--- config.mk ---
export PLATFORM = sky130hd
export DESIGN_NAME = usb_fs_tx_line
export DESIGN_NICKNAME = d
export VERILOG_FILES = /design/src/rtl/usb_phy_pkg.sv /design/src/rtl/usb_bit_tick.sv /design/src/rtl/usb_fs_tx_line.sv
export SDC_FILE = /design/constraint.sdc
export NUM_CORES = 1
export LEC_CHECK = 0
export BUFFER_PORTS_ARGS = -buffer_cell sky130_fd_sc_hd__buf_2
export CAP_MARGIN = 25
export CORE_MARGIN = 2
export CORE_UTILIZATION = 50
export DETAILED_ROUTE_END_ITERATION = 12
export PLACE_DENSITY = 0.69
export SYNTH_ARGS = -nofsm -noshare
export SYNTH_HDL_FRONTEND = slang
export SYNTH_SLANG_ARGS = --single-unit
--- constraint.sdc ---
create_clock -name clk -period 3.17 [get_ports clk]
set_input_delay 0.317 -clock clk [delete_from_list [all_inputs] [get_ports clk]]
set_output_delay 0.317 -clock clk [all_outputs]
set_load 0.02 [all_outputs]
--- src/rtl/usb_phy_pkg.sv ---
// usb_phy_pkg: shared FS USB PHY types and line encodings.
// {dp,dm} line levels, tx states and NRZI helper.
package usb_phy_pkg;

  typedef enum logic [1:0] {
    IDLE,
    SYNC,
    DATA,
    EOP
  } tx_state_e;

  localparam logic [7:0] SYNC_BYTE    = 8'h80;
  localparam int         EOP_SE0_BITS = 2;

  localparam logic [1:0] LINE_J   = 2'b10;
  localparam logic [1:0] LINE_K   = 2'b01;
  localparam logic [1:0] LINE_SE0 = 2'b00;

  function automatic logic [1:0] nrzi(
    input logic [1:0] line,
    input logic       b
  );
    if (b) return line;
    return (line == LINE_J) ? LINE_K : LINE_J;
  endfunction

endpackage

--- src/rtl/usb_bit_tick.sv ---
// usb_bit_tick: CLKS_PER_BIT divider with synchronous clear.
// bit_start marks a bit's first clock, bit_end its last.
module usb_bit_tick #(
  parameter int CLKS_PER_BIT = 4
) (
  input  logic clk,
  input  logic rst,
  input  logic clr,
  output logic bit_start,
  output logic bit_end
);

  localparam int            CW   = $clog2(CLKS_PER_BIT);
  localparam logic [CW-1:0] LAST = CW'(CLKS_PER_BIT - 1);

  logic [CW-1:0] cnt_q, cnt_d;

  always_comb begin
    cnt_d = cnt_q + 1'b1;
    if (clr || cnt_q == LAST) cnt_d = '0;
  end

  assign bit_start = !clr && (cnt_q == '0);
  assign bit_end   = !clr && (cnt_q == LAST);

  always_ff @(posedge clk) begin
    if (rst) cnt_q <= '0;
    else     cnt_q <= cnt_d;
  end

endmodule

--- src/rtl/usb_fs_tx_line.sv ---
// usb_fs_tx_line: FS USB tx line stage (SYNC, stuffed NRZI data, EOP).
// Define USB_TX_ABORT_EN to add tx_abort (stuff-error abort, then EOP).
module usb_fs_tx_line
  import usb_phy_pkg::*;
#(
  parameter int CLKS_PER_BIT = 4,
  parameter int STUFF_LIMIT  = 6
) (
  input  logic       clk,
  input  logic       rst,
  input  logic       tx_valid,
  input  logic [7:0] tx_data,
`ifdef USB_TX_ABORT_EN
  input  logic       tx_abort,
`endif
  output logic       tx_ready,
  output logic       tx_busy,
  output logic       usb_dp,
  output logic       usb_dm,
  output logic       usb_oe
);

  localparam int            SW        = $clog2(STUFF_LIMIT + 1);
  localparam logic [SW-1:0] STUFF_MAX = SW'(STUFF_LIMIT);
  localparam logic [2:0]    EOP_IDX   = 3'(EOP_SE0_BITS);

  tx_state_e     state_q, state_d;
  logic [1:0]    line_q, line_d;
  logic [2:0]    idx_q, idx_d;
  logic [7:0]    shift_q, shift_d;
  logic [7:0]    nxt_q, nxt_d;
  logic          have_q, have_d;
  logic          stf_q, stf_d;
  logic [SW-1:0] stuff_q, stuff_d;
  logic          bit_start, bit_end;
  logic          load_pt, dbit;

`ifdef USB_TX_ABORT_EN
  logic abrt_q, abrt_d;
  logic run_q, run_d;
  logic abort_go;
  assign abort_go = abrt_q ||
    (tx_abort && (state_q == SYNC || state_q == DATA));
`endif

  usb_bit_tick #(
    .CLKS_PER_BIT(CLKS_PER_BIT)
  ) u_tick (
    .clk      (clk),
    .rst      (rst),
    .clr      (state_q == IDLE),
    .bit_start(bit_start),
    .bit_end  (bit_end)
  );

  always_comb begin
    state_d = state_q;
    line_d  = line_q;
    idx_d   = idx_q;
    shift_d = shift_q;
    nxt_d   = nxt_q;
    have_d  = have_q;
    stf_d   = stf_q;
    stuff_d = stuff_q;
    dbit    = 1'b0;
    load_pt = bit_start && !stf_q && idx_q == 3'd7 &&
              (state_q == SYNC || state_q == DATA);
`ifdef USB_TX_ABORT_EN
    load_pt = load_pt && !abort_go;
    abrt_d  = abort_go;
    run_d   = run_q;
`endif
    tx_ready = load_pt;
    if (load_pt) begin
      have_d = tx_valid;
      if (tx_valid) nxt_d = tx_data;
    end
    unique case (state_q)
      IDLE: begin
`ifdef USB_TX_ABORT_EN
        abrt_d = 1'b0;
        run_d  = 1'b0;
`endif
        if (tx_valid) begin
          state_d = SYNC;
          line_d  = LINE_K;
          idx_d   = '0;
          stf_d   = 1'b0;
        end
      end
      SYNC, DATA: if (bit_end) begin
`ifdef USB_TX_ABORT_EN
        if (abort_go && !run_q) begin
          state_d = DATA;
          run_d   = 1'b1;
          idx_d   = '0;
        end else if (run_q) begin
          if (idx_q == 3'd7) begin
            state_d = EOP;
            line_d  = LINE_SE0;
            idx_d   = '0;
          end else begin
            idx_d = idx_q + 3'd1;
          end
        end else
`endif
        if (state_q == SYNC && idx_q != 3'd7) begin
          idx_d  = idx_q + 3'd1;
          line_d = nrzi(line_q, SYNC_BYTE[idx_d]);
        end else if (state_q == DATA && !stf_q &&
                     stuff_q == STUFF_MAX) begin
          line_d  = nrzi(line_q, 1'b0);
          stuff_d = '0;
          stf_d   = 1'b1;
        end else if (state_q == DATA && idx_q != 3'd7) begin
          idx_d   = idx_q + 3'd1;
          dbit    = shift_q[idx_d];
          line_d  = nrzi(line_q, dbit);
          stuff_d = dbit ? stuff_q + 1'b1 : '0;
          stf_d   = 1'b0;
        end else if (have_q) begin
          // SYNC ends in a 1, so the run starts at one
          state_d = DATA;
          shift_d = nxt_q;
          idx_d   = '0;
          dbit    = nxt_q[0];
          line_d  = nrzi(line_q, dbit);
          stuff_d = !dbit ? '0 :
                    (state_q == SYNC) ? SW'(2) : stuff_q + 1'b1;
          stf_d   = 1'b0;
        end else begin
          state_d = EOP;
          line_d  = LINE_SE0;
          idx_d   = '0;
        end
      end
      EOP: if (bit_end) begin
        if (idx_q == EOP_IDX) begin
          state_d = IDLE;
        end else begin
          idx_d  = idx_q + 3'd1;
          line_d = (idx_d == EOP_IDX) ? LINE_J : LINE_SE0;
        end
      end
      default: state_d = IDLE;
    endcase
  end

  always_ff @(posedge clk) begin
    if (rst) begin
      state_q <= IDLE;
      line_q  <= LINE_J;
      idx_q   <= '0;
      shift_q <= '0;
      nxt_q   <= '0;
      have_q  <= 1'b0;
      stf_q   <= 1'b0;
      stuff_q <= '0;
    end else begin
      state_q <= state_d;
      line_q  <= line_d;
      idx_q   <= idx_d;
      shift_q <= shift_d;
      nxt_q   <= nxt_d;
      have_q  <= have_d;
      stf_q   <= stf_d;
      stuff_q <= stuff_d;
    end
  end

`ifdef USB_TX_ABORT_EN
  always_ff @(posedge clk) begin
    if (rst) begin
      abrt_q <= 1'b0;
      run_q  <= 1'b0;
    end else begin
      abrt_q <= abrt_d;
      run_q  <= run_d;
    end
  end
`endif

  assign {usb_dp, usb_dm} = line_q;
  assign usb_oe           = (state_q != IDLE);
  assign tx_busy          = (state_q != IDLE);

endmodule

==> reports/metrics.cfg, run 1 <==
[status]
outcome=completed

[flow_run]
maxCapViolCount=0

[clock_tree]
cts_sinks=30
postCtsSetupBuffers=0
cts_hold_buf=0
clockBufferDepth=2
cts.repair.resized=0
clock_latency_ns=0.33
htree_levels=2
ctsRootBufferMaster=clkbuf_4
clk_pin_slew_worst_paths_ns=0.10
cts_tree=done
cts_buffers=5

[sta]
setup_slack_ns=0.689
period_share=0.783
maxSlewViolCount=0
hold_ws_ns=0.224
fin_tns_setup_ns=0
setup_viol_count_final=0
skew_ns=0.00884
fmax_mhz=403
hold_viol_final=0
relSlewSlack=0.621
worst-slew-pin-transition_ns=0.569
rsz0062_at_grt=false
period_needed_ns=2.48

[logic_synthesis]
synth_cell_types=49
syn_avg_cell_area_um2=9.08
ys.flop_type=dfxtp_1
syn_nets=215
synth_edf_count=0
synth-seq-cells=30
syn-cell-area_um2=1740
seq_area_frac_synth=0.345
syn_inst=192
ys_warn_count=0
async_reset_ff_frac=0

[placed_design]
gp_congestion=0.921
hpwl_mm=2.65
io_buffers=15
preCtsSetupSlack_ns=0.792
post_dp_cell_area_um2=1830

[floorplanning]
die_w_um=63.0
fp.dieH_um=63.0
core_um2=3340
boundaryPins=16
die_area_um2=3970
num_rows=21
initial_core_util=0.522

[route]
wl_met1_mm=1.66
drc=0
ant_nets=0
drt-initial-drc-count=53
routed_via_density=5.48
wl_per_cell_um=14.2
num_vias=1386
drt_pass1_iterations=4
wl_mm=3.58
top_layer_used=met4
met2WireLength_mm=1.71
dr_wl_met3_um=135

[layout]
final_cell_area_um2=1950
layout_common_cells=30 x dfxtp_1, 18 x nand2_1, 17 x a21oi_1
area_growth_pct=11.6
final_common_cell=dfxtp_1
finalNetCount=229
fillers=320
diodes=0
drive_gt1_frac=0.184

[setup_path]
end_kind=output port
cp.arrival_ns=2.16
worstSetupStartpointType=register
crit_type=register to output port
r2r_start=idx_q[0]
crit_start=state_q[0]
crit_fanout=12
required_ns=2.85

[hold_path]
min_from=tx_data[6]
hp-class=input port to register

[pwr]
p_per_area_nw_per_um2=765
power.leakage_nw=0.819
p_total_mw=1.49
vdd_drop_max_uv=345

[global_routing]
gr-total-overflow=0
grt_pass1_wl_mm=6.09
grt_max_degree=33
grt_pass1_vias=1342
antenna_found_initial=0
grtUsageTotal=0.199

stage by stage:
| step | std cells | utilization |
|---|---|---|
| floorplan | 192 | - |
| global placement | 245 | 0.550 |
| detailed placement | 245 | 0.550 |
| CTS | 253 | 0.583 |
| global route | 253 | 0.583 |
| finish | 253 | 0.583 |
report_power, final:
| part | internal, mW | leakage (nW) | switching [mW] |
|---|---|---|---|
| clock network | 0.267 | 0.0585 | 0.133 |
| registers | 0.408 | 0.243 | 0.0268 |
| logic | 0.268 | 0.518 | 0.386 |
| total | 0.942 | 0.819 | 0.546 |
critical path, cell delays in order (launching register included):
cell and delay [ns]:
dfxtp_1 0.39, inv_1 0.08, ha_1 0.53, nand4b_1 0.20, nor2_2 0.38, buf_2 0.25
cells by family (layout without fill, tap and decap cells):
kind of cell               Yosys count  in the layout  synth area share
buffers and inverters               22             37            0.0538
AOI/OAI and AO/OA                   35             35             0.167
muxes                               18             18             0.110
and+or+nand+nor                     75             75             0.239
adders and majority gates           12             12            0.0861
DFF                                 30             30             0.345
area by class of cell:
| class | instances | area [µm²] | share of cell area |
|---|---|---|---|
| inverter | 14 | 52.6 | 0.0270 |
| timing repair buffer | 15 | 75.1 | 0.0386 |
| clock buffer | 6 | 51.3 | 0.0264 |
| sequential | 30 | 601 | 0.309 |
| clock inverter | 2 | 60.1 | 0.0309 |
| tap | 46 | 57.6 | 0.0296 |
| multi-input combinational | 140 | 1050 | 0.539 |
synth_stat cells, drive strengths merged, types with 2 or more instances:
cell type   n  area, µm²
a211oi      2       20.0
a21oi      17       85.1
buf         4       25.0
clkbuf      4       16.3
dfxtp      30        601
ha         12        150
inv        14       52.6
mux2        3       41.3
mux2i      15        150
nand2      18       67.6
nand2b      3       18.8
nand3      11       67.6
nand4b      3       26.3
nor2       17       66.3
nor2b       4       25.0
nor3        3       26.3
nor4        3       18.8
o2111ai     2       17.5
o211ai      2       28.8
o21ai       4       31.3
or2         2       12.5
or4         2       15.0
flip-flops by register name, indices dropped and copies added, names as in the netlist:
register,cells
nxt_q,8
shift_q,8
idx_q,3
stuff_q,3
line_q,2
state_q,2
u_tick.cnt_q,2
have_q,1
stf_q,1
routing by layer:
| metal | track usage | vias up |
|---|---|---|
| met5 | 0 | - |
| met4 | 0.0944 | 0 |
| met3 | 0.0577 | 8 |
| met2 | 0.327 | 27 |
| met1 | 0.237 | 645 |
| li1 | - | 706 |
final timing paths:
check               to  slack [ns]  depth (start not counted)
max reg2reg  line_q[0]        0.78                          7
min           nxt_q[6]        0.22                          3
min reg2reg   nxt_q[6]        0.46                          2
max           tx_ready        0.69                          5
No activity file was read; power rests on OpenSTA's default activity.
==> run 2, diff against run 1 <==
==> constraint.sdc (replaced) <==
create_clock -name clk -period 2.4 [get_ports clk]
set_input_delay 0.24 -clock clk [delete_from_list [all_inputs] [get_ports clk]]
set_output_delay 0.24 -clock clk [all_outputs]
set_load 0.02 [all_outputs]
==> reports/metrics.cfg, run 2 (synthesis results as in run 1) <==
[sta]
worst-slew-pin-transition_ns=0.568
maxSlewViolCount=0
hold_viol_final=0
fmax_mhz=442
period_needed_ns=2.26
period_share=0.943
setup_viol_count_final=0
fin_tns_setup_ns=0
rsz0062_at_grt=false
relSlewSlack=0.621
skew_ns=0.0173

[global_routing]
grtUsageTotal=0.206
grtUsageMet2=0.347
busiest_layer=met2
gr-total-overflow=0
use_met1=0.246
grt_pass1_vias=1416
grt_max_degree=33
antenna_found_initial=0
grt_pass1_wl_mm=6.51
grt_use_met3=0.0595

[setup_path]
worstSetupStartpointType=register
crit_fanout=9
cpPeakStageDelay_ns=0.41
crit_chain=inv_1, ha_1, mux2_2, o221ai_4, nor3_4, a221oi_4, mux2_4
cp_slowest_cell=dfxtp_2
cp.arrival_ns=2.48
crit_type=register to register
end_kind=register
reg2reg_slack_ns=0.14
required_ns=2.62

[floorplanning]
num_rows=21
die_area_um2=3970
fp.dieH_um=63.0
core_um2=3340
die_w_um=63.0
initial_core_util=0.522
boundaryPins=16

[route]
routed_via_density=5.70
ant_nets=0
drc=0
wl_per_cell_um=14.4
wl_mm=3.68
drt-initial-drc-count=83
drt_pass1_iterations=4
num_vias=1458

[clock_tree]
clock_latency_ns=0.33
cts.repair.resized=0
cts_hold_buf=0
ctsRootBufferMaster=clkbuf_4
cts_buffers=5
htree_levels=2
postCtsSetupBuffers=0
cts_sinks=30
clockBufferDepth=2
clk_pin_slew_worst_paths_ns=0.11
cts_tree=done

[pwr]
p_int_mw=1.05
p_per_area_nw_per_um2=932
p_switching_mw=0.743
power.leakage_nw=0.810
power_frac_comb=0.499
swShare=0.415
vdd_drop_max_uv=357
pwr-share-clk=0.180
sequentialPowerShare=0.321

[placed_design]
gp_congestion=0.814
io_buffers=15
hpwl_mm=2.79
post_dp_cell_area_um2=1860

[layout]
post-route-util=0.576
diodes=0
area_growth_pct=10.3
finalNetCount=232
final_common_cell=dfxtp_1
final_cell_area_um2=1920
layout_common_cells=29 x dfxtp_1, 18 x nand2_1, 17 x a21oi_1
drive_gt1_frac=0.200
reg.largest.list=nxt_q: 8 flops, shift_q: 8 flops

[flow_run]
maxCapViolCount=0

[hold_path]
hp-class=input port to register

[status]
outcome=completed

run 2: power by group through the flow:
stage | Clock, mW | Sequential [mW] | Combinational [mW]
floorplan | 0 | 0.596 | 0.697
global placement | 0 | 0.581 | 0.860
detailed placement | 0 | 0.585 | 0.881
CTS | 0.327 | 0.574 | 0.887
global route | 0.357 | 0.581 | 0.975
finish | 0.322 | 0.575 | 0.894
run 2: per-layer routing:
layer | vias to the layer above | wire (µm)
li1 | 715 | -
met1 | 672 | 1570
met2 | 58 | 1820
met3 | 13 | 208
met4 | 0 | 87
met5 | - | 0
run 2: layout make-up:
type	count	area [µm²]
clock buffers	6	51.3
multi-input cells	140	1050
repair buffers	18	97.6
flip-flops and latches	30	602
well taps	46	57.6
fillers	310	1420
inverters	14	52.6
clock inverters	2	12.5
run 2: worst paths after layout:
check,from,to,cells past startpoint
max,idx_q[0],line_q[0],7
max reg2reg,idx_q[0],line_q[0],7
min,tx_data[2],nxt_q[2],3
min reg2reg,u_tick.cnt_q[0],u_tick.cnt_q[0],1
run 2: worst max-delay path, delay by kind of cell, from the launching register on:
family,cells,cell delay (ns)
mux,2,0.72
fa+ha+maj,1,0.34
flops,1,0.41
compound gates,2,0.53
buf+inv,1,0.06
simple gates,1,0.09
run 2: per-stage QoR:
step / cells / setup WS, ns / hold slack [ns] / power [mW]
2_1_floorplan: 192 / 0.178 / 0.387 / 1.29
3_3_place_gp: 248 / 0.175 / 0.439 / 1.44
3_5_place_dp: 248 / 0.0965 / 0.454 / 1.47
4_1_cts: 256 / 0.0514 / 0.147 / 1.79
5_1_grt: 256 / 0.0244 / 0.149 / 1.91
6_report: 256 / 0.137 / 0.154 / 1.79
